### src/rtl/key_load_ctrl.sv
// key_load_ctrl: loads a 32-bit unlock key from a byte-wide key-store stream and
// applies it to the locked core only after a complete, validated load.
// Optional feature macro: KEY_CHECKSUM_EN adds a 5th XOR checksum beat, failure
// counting and a sticky lockout. Without it, four beats commit directly.
module key_load_ctrl #(
  parameter int unsigned MAX_FAIL  = 3,
  parameter int unsigned KEY_BYTES = 4
) (
  input  logic        clk,
  input  logic        rst_n,
  input  logic        start,
  input  logic        clear,
  input  logic [7:0]  kin_data,
  input  logic        kin_valid,
  output logic        kin_ready,
  output logic [31:0] key_out,
  output logic        key_valid,
  output logic        out_gate_en,
  output logic        busy,
  output logic        error,
  output logic        locked_out,
  output logic [1:0]  fail_cnt
);

`ifdef KEY_CHECKSUM_EN
  localparam bit ChkEn = 1'b1;
`else
  localparam bit ChkEn = 1'b0;
`endif

  localparam logic [1:0] MaxFail  = 2'(MAX_FAIL);
  localparam logic [1:0] LastBeat = 2'(KEY_BYTES - 1);

  typedef enum logic [2:0] {
    StIdle,
    StLoad,
    StChk,
    StCommit,
    StArmed,
    StLockout
  } state_e;

  state_e      state_q, state_d;
  logic [31:0] shadow_q, shadow_d;
  logic [1:0]  beat_q, beat_d;
  logic [31:0] key_q, key_d;
  logic        key_valid_q, key_valid_d;
  logic [1:0]  fail_q, fail_d;
  logic        error_q, error_d;

  logic        accept;
  logic [7:0]  key_sum;
  logic [1:0]  fail_inc;

  assign kin_ready = (state_q == StLoad) || (state_q == StChk);
  assign accept    = kin_valid && kin_ready;
  assign key_sum   = shadow_q[7:0] ^ shadow_q[15:8] ^ shadow_q[23:16] ^ shadow_q[31:24];
  assign fail_inc  = fail_q + 2'd1;

  // Next-state and datapath updates; clear always wins over start and beats.
  always_comb begin
    state_d     = state_q;
    shadow_d    = shadow_q;
    beat_d      = beat_q;
    key_d       = key_q;
    key_valid_d = key_valid_q;
    fail_d      = fail_q;
    error_d     = 1'b0;

    unique case (state_q)
      StIdle: begin
        if (!clear && start) begin
          state_d  = StLoad;
          shadow_d = '0;
          beat_d   = '0;
        end
      end
      StArmed: begin
        if (clear) begin
          key_d       = '0;
          key_valid_d = 1'b0;
          state_d     = StIdle;
        end else if (start) begin
          // Previous key stays applied until the new one commits.
          state_d  = StLoad;
          shadow_d = '0;
          beat_d   = '0;
        end
      end
      StLoad: begin
        if (clear) begin
          state_d = StIdle;
        end else if (accept) begin
          shadow_d[{beat_q, 3'b000} +: 8] = kin_data;
          beat_d = beat_q + 2'd1;
          if (beat_q == LastBeat) begin
            state_d = ChkEn ? StChk : StCommit;
          end
        end
      end
      StChk: begin
        if (ChkEn) begin
          if (clear) begin
            state_d = StIdle;
          end else if (accept) begin
            if (kin_data == key_sum) begin
              state_d = StCommit;
            end else begin
              error_d = 1'b1;
              fail_d  = fail_inc;
              if (fail_inc == MaxFail) begin
                state_d     = StLockout;
                key_d       = '0;
                key_valid_d = 1'b0;
              end else begin
                state_d = StIdle;
              end
            end
          end
        end else begin
          state_d = StIdle;
        end
      end
      StCommit: begin
        key_d       = shadow_q;
        key_valid_d = 1'b1;
        fail_d      = '0;
        state_d     = StArmed;
      end
      StLockout: begin
        key_d       = '0;
        key_valid_d = 1'b0;
      end
      default: state_d = StIdle;
    endcase
  end

  // State and datapath registers; async reset discards any partial load.
  always_ff @(posedge clk or negedge rst_n) begin
    if (!rst_n) begin
      state_q     <= StIdle;
      shadow_q    <= '0;
      beat_q      <= '0;
      key_q       <= '0;
      key_valid_q <= 1'b0;
      fail_q      <= '0;
      error_q     <= 1'b0;
    end else begin
      state_q     <= state_d;
      shadow_q    <= shadow_d;
      beat_q      <= beat_d;
      key_q       <= key_d;
      key_valid_q <= key_valid_d;
      fail_q      <= fail_d;
      error_q     <= error_d;
    end
  end

  assign key_out     = key_q;
  assign key_valid   = key_valid_q;
  assign out_gate_en = key_valid_q;
  assign busy        = (state_q == StLoad) || (state_q == StChk) || (state_q == StCommit);
  assign error       = error_q;
  assign locked_out  = (state_q == StLockout);
  assign fail_cnt    = fail_q;

endmodule

### config.mk
export PLATFORM = sky130hd
export DESIGN_NAME = key_load_ctrl
export DESIGN_NICKNAME = d
export VERILOG_FILES = /design/src/rtl/key_load_ctrl.sv
export SDC_FILE = /design/constraint.sdc
export NUM_CORES = 1
export LEC_CHECK = 0
export ABC_AREA = 0
export CAP_MARGIN = 10
export CORE_MARGIN = 1.5
export CORE_UTILIZATION = 57
export DETAILED_ROUTE_END_ITERATION = 7
export PLACE_DENSITY = 0.93
export SKIP_CTS_REPAIR_TIMING = 1
export SLEW_MARGIN = 20
export SYNTH_ARGS = -nofsm -noshare
export SYNTH_HDL_FRONTEND = slang
export SYNTH_SLANG_ARGS = --single-unit
### constraint.sdc
create_clock -name clk -period 4.7 [get_ports clk]
set_clock_uncertainty 0.2 [all_clocks]
set_input_delay 1.175 -clock clk [delete_from_list [all_inputs] [get_ports clk]]
set_output_delay 1.175 -clock clk [all_outputs]
set_load 0.02 [all_outputs]
==> summary by stage <==
Yosys
The dominant synthesized flop cell is dfrtp_1. The number of synthesized register bits is 70. The unique cell type count in the Yosys netlist is 37. The portion of the post-synthesis area used by sequential elements is between 50% and 60%. The number of enable-type register cells in the synthesized netlist is 0.

The mean instance size in the synthesized netlist is roughly 13 um2. In this run the cell area of the synthesized design comes to around 3200 um2. The proportion of register bits with asynchronous set or reset after synthesis is between 90% and 100%. By area the synthesized netlist is led by dfrtp_1, a22o_1, mux2_2. Of the post-synthesis cell area, the dominant cell type holds between 50% and 60%. The synthesized instance count is 239. The number of synthesis warnings is 0.

The top cell type by total area after synthesis is dfrtp_1.

Floorplan
The initialized floorplan defines 26 standard-cell rows. In this run the standard cell core region covers between 5000 and 6000 um2. The top-level port count is between 50 and 60. The die width is slightly below 80 um. The floorplan die area is 6020 um2. The die is 77.6 um tall. Once the floorplan was initialized, standard cells occupied between 60% and 70% of the core.

Setup path
The type of element launching the critical path is a register. At the worst endpoint, the arrival time is between 2 and 2.5 ns. In this run the worst path has a maximum fanout of 13. The worst setup path is captured at a primary output.

STA puts the critical path data required time at ~3.3 ns. The worst register-to-register path begins at state_q[0]. In this run the critical register-to-register path is captured at shadow_q[7].

The critical path start-end classification is register to primary output. The worst register-to-register path has a setup slack of 2.26 ns. The cell count of the worst reg-to-reg path is 3. The worst stage delay on the critical path is approximately 0.63 ns. The largest individual stage delay along the critical path comes from the cell dfrtp_1.

Traced cell by cell, the critical path runs through nor2b_1 -> and2_1 -> clkdlybuf4s50_1.

Routing
The first routing iteration left 122 violations. The first detailed-routing pass took 4 iterations. In the final routed layout, each cell accounts on average for between 15 and 20 um. The number of DRC violations after detailed routing is 0. In the routed layout, each cell is associated on average with a via count of approximately 6.1. After detailed routing, the total wire length is 6960 um. The post-detailed-route count of antenna-violating nets is 0.

The count of vias placed by the detailed router is 2194.

GRT
The via count of the first global-routing pass is between 2000 and 2500. Entering global routing, the biggest net connects 37 pins. The total routing usage reported by global routing is between 20% and 30%. After global routing the overflow that remains totals 0. The number of antenna violations at the first check in global routing is 0. The first global-routing pass estimated roughly 12000 um of wire.

Clocking
The master cell of the clock root buffer is clkbuf_8. The TritonCTS clock tree is done. The count of H-tree levels built during CTS is 3. The clock latency of the later-clocked register in the worst-skew pair is roughly 0.34 ns. Counting the buffers created by CTS gives 9.

The clock-pin slew of the registers on the worst-case setup and hold paths is 0.07 ns. The buffer levels on the longest clock path is 2. CTS saw 70 sinks.

Power
The power density relative to cell area is between 300 and 400 nW/um2. The total power consumption of the routed design is approximately 1.3 mW. The worst IR drop on VDD is ~0.30 mV. The leakage power of the design is ~1.9 nW.

Cells and area
The synthesis-to-finish area growth is 21.9%. Cells with a size suffix above 1 make up about a fifth of the layout. The repair_antennas step left the layout with diodes totalling 0.

The net count of the finished layout is 302.

Worst hold path
The hold path endpoint is key_out[21]. Counting instances, the worst hold path has a depth of 1. The worst hold path belongs to the class register to register. The startpoint of the worst hold path is key_out[21].

Timing
For the pin with the worst max-slew slack, the measured transition is between 0.9 and 1 ns. The max-slew headroom at the worst pin is a little under two fifths. Setup repair after global routing left no endpoint under its margin. The time the final worst path needs with I/O delays and setup is around 3.4 ns.

The final period utilization is 72.2%. The number of pins exceeding their max-slew limit in the final report is 0. The final hold violation count is 0.

Setup total negative slack on the finished layout was measured at 0 ns. Setup violations remaining at the end of the flow were counted as 0. The maximum frequency from static timing analysis is 295 MHz.

Place
The routability congestion estimate is 0.837. The count of buffers inserted at the top-level ports is around 50. The wire-length estimate of the detail-placed layout is roughly 4600 um.

Job
Max-cap violations in this run came to 0.

Status
The run finished with clean final reports.
==> cell usage in the layout, fill, tap and decap left out, types with 2 or more instances in the layout <==
cell / Yosys / final
a2111oi_4: 3 / 3
a211oi_1: 8 / 8
a22o_1: 32 / 32
a31o_2: 8 / 8
and2_1: 2 / 2
and3_1: 24 / 24
and3b_1: 2 / 2
buf_4: 5 / 3
clkbuf_1: 7 / 2
clkbuf_8: 0 / 11
clkdlybuf4s50_1: 0 / 48
conb_1: 1 / 3
dfrtp_1: 70 / 70
ha_1: 4 / 4
inv_1: 10 / 10
mux2_1: 2 / 2
mux2_2: 24 / 24
nor2_1: 5 / 5
nor2b_1: 2 / 2
nor3b_1: 4 / 4
nor4b_2: 3 / 3
==> cells by family (layout without fill, tap and decap cells) <==
logic type	after synthesis	in the layout	share of synthesized area, %
multiplexers	26	26	9.24
flip-flops	70	70	55.3
AO/OA/AOI/OAI	58	58	17.1
AND/OR/NAND/NOR	50	50	11.7
buffers and inverters	29	78	4.70
adder cells (fa/ha/maj)	4	4	1.58
XOR/XNOR	1	1	0.276
other	1	3	0.118
==> cell usage after synthesis (all sizes together) (2+ instances only) <==
master / instances
nor2: 5
buf: 12
and3: 24
a211oi: 8
a31o: 8
a21oi: 2
nor4b: 3
a2111oi: 3
mux2: 26
nor2b: 2
a22o: 32
nand2b: 2
clkbuf: 7
nor3b: 4
and3b: 2
ha: 4
and2: 2
a21o: 2
dfrtp: 70
inv: 10
==> area by class of cell <==
class	instances	area [um2]
clock buffers	13	159
multi-input cells	142	1280
flip-flops and latches	70	1750
repair buffers	52	508
clock inverters	3	42.5
fillers	347	1380
inverters	10	37.5
well taps	70	87.6
==> flip-flops by register name, summed over array words and instances, names as in the netlist <==
| name | flops |
|---|---|
| key_out | 32 |
| shadow_q | 32 |
| state_q | 3 |
| beat_q | 2 |
| key_valid | 1 |
==> report_power, final <==
part / switching, mW / leakage (nW) / internal, mW
Clock: 0.215 / 0.0996 / 0.274
Combinational: 0.0908 / 0.799 / 0.0630
Sequential: 0.0189 / 0.973 / 0.620
Total: 0.325 / 1.87 / 0.957
==> worst max path at each step <==
stage,startpoint,endpoint,slack (ns),cells after the start
after floorplan,clear,shadow_q[24],2.13,4
after global placement,clear,key_out[3],1.22,5
after detailed placement,clear,key_out[7],1.12,5
after CTS,state_q[1],locked_out,1.29,3
after global routing,state_q[1],locked_out,1.18,3
final,state_q[2],locked_out,1.30,3
==> routing by layer <==
layer	up-vias	routed length, um	GRT usage [%]
li1	973	-	-
met1	1102	3050	35.9
met2	101	3250	37.2
met3	18	501	7.29
met4	0	162	11.5
met5	-	0	0
==> worst max-delay path, delay by kind of cell, from the launching register on <==
kind | cells | cell delay [ns]
and+or+nand+nor | 2 | 0.45
DFF | 1 | 0.63
buffers and inverters | 1 | 0.59
==> stage by stage <==
| stage | worst slack, ns | std cells | area (um2) | hold slack [ns] | utilization, % |
|---|---|---|---|---|---|
| floorplan | 2.13 | 241 | 3180 | 0.259 | - |
| global placement | 1.22 | 344 | 3660 | 0.272 | 69.9 |
| detailed placement | 1.12 | 344 | 3660 | 0.285 | 69.9 |
| CTS | 1.29 | 360 | 3860 | 0.301 | 73.7 |
| global route | 1.18 | 360 | 3860 | 0.324 | 73.7 |
| finish | 1.30 | 360 | 3860 | 0.297 | 73.7 |
No activity file was read; power rests on OpenSTA's default activity.
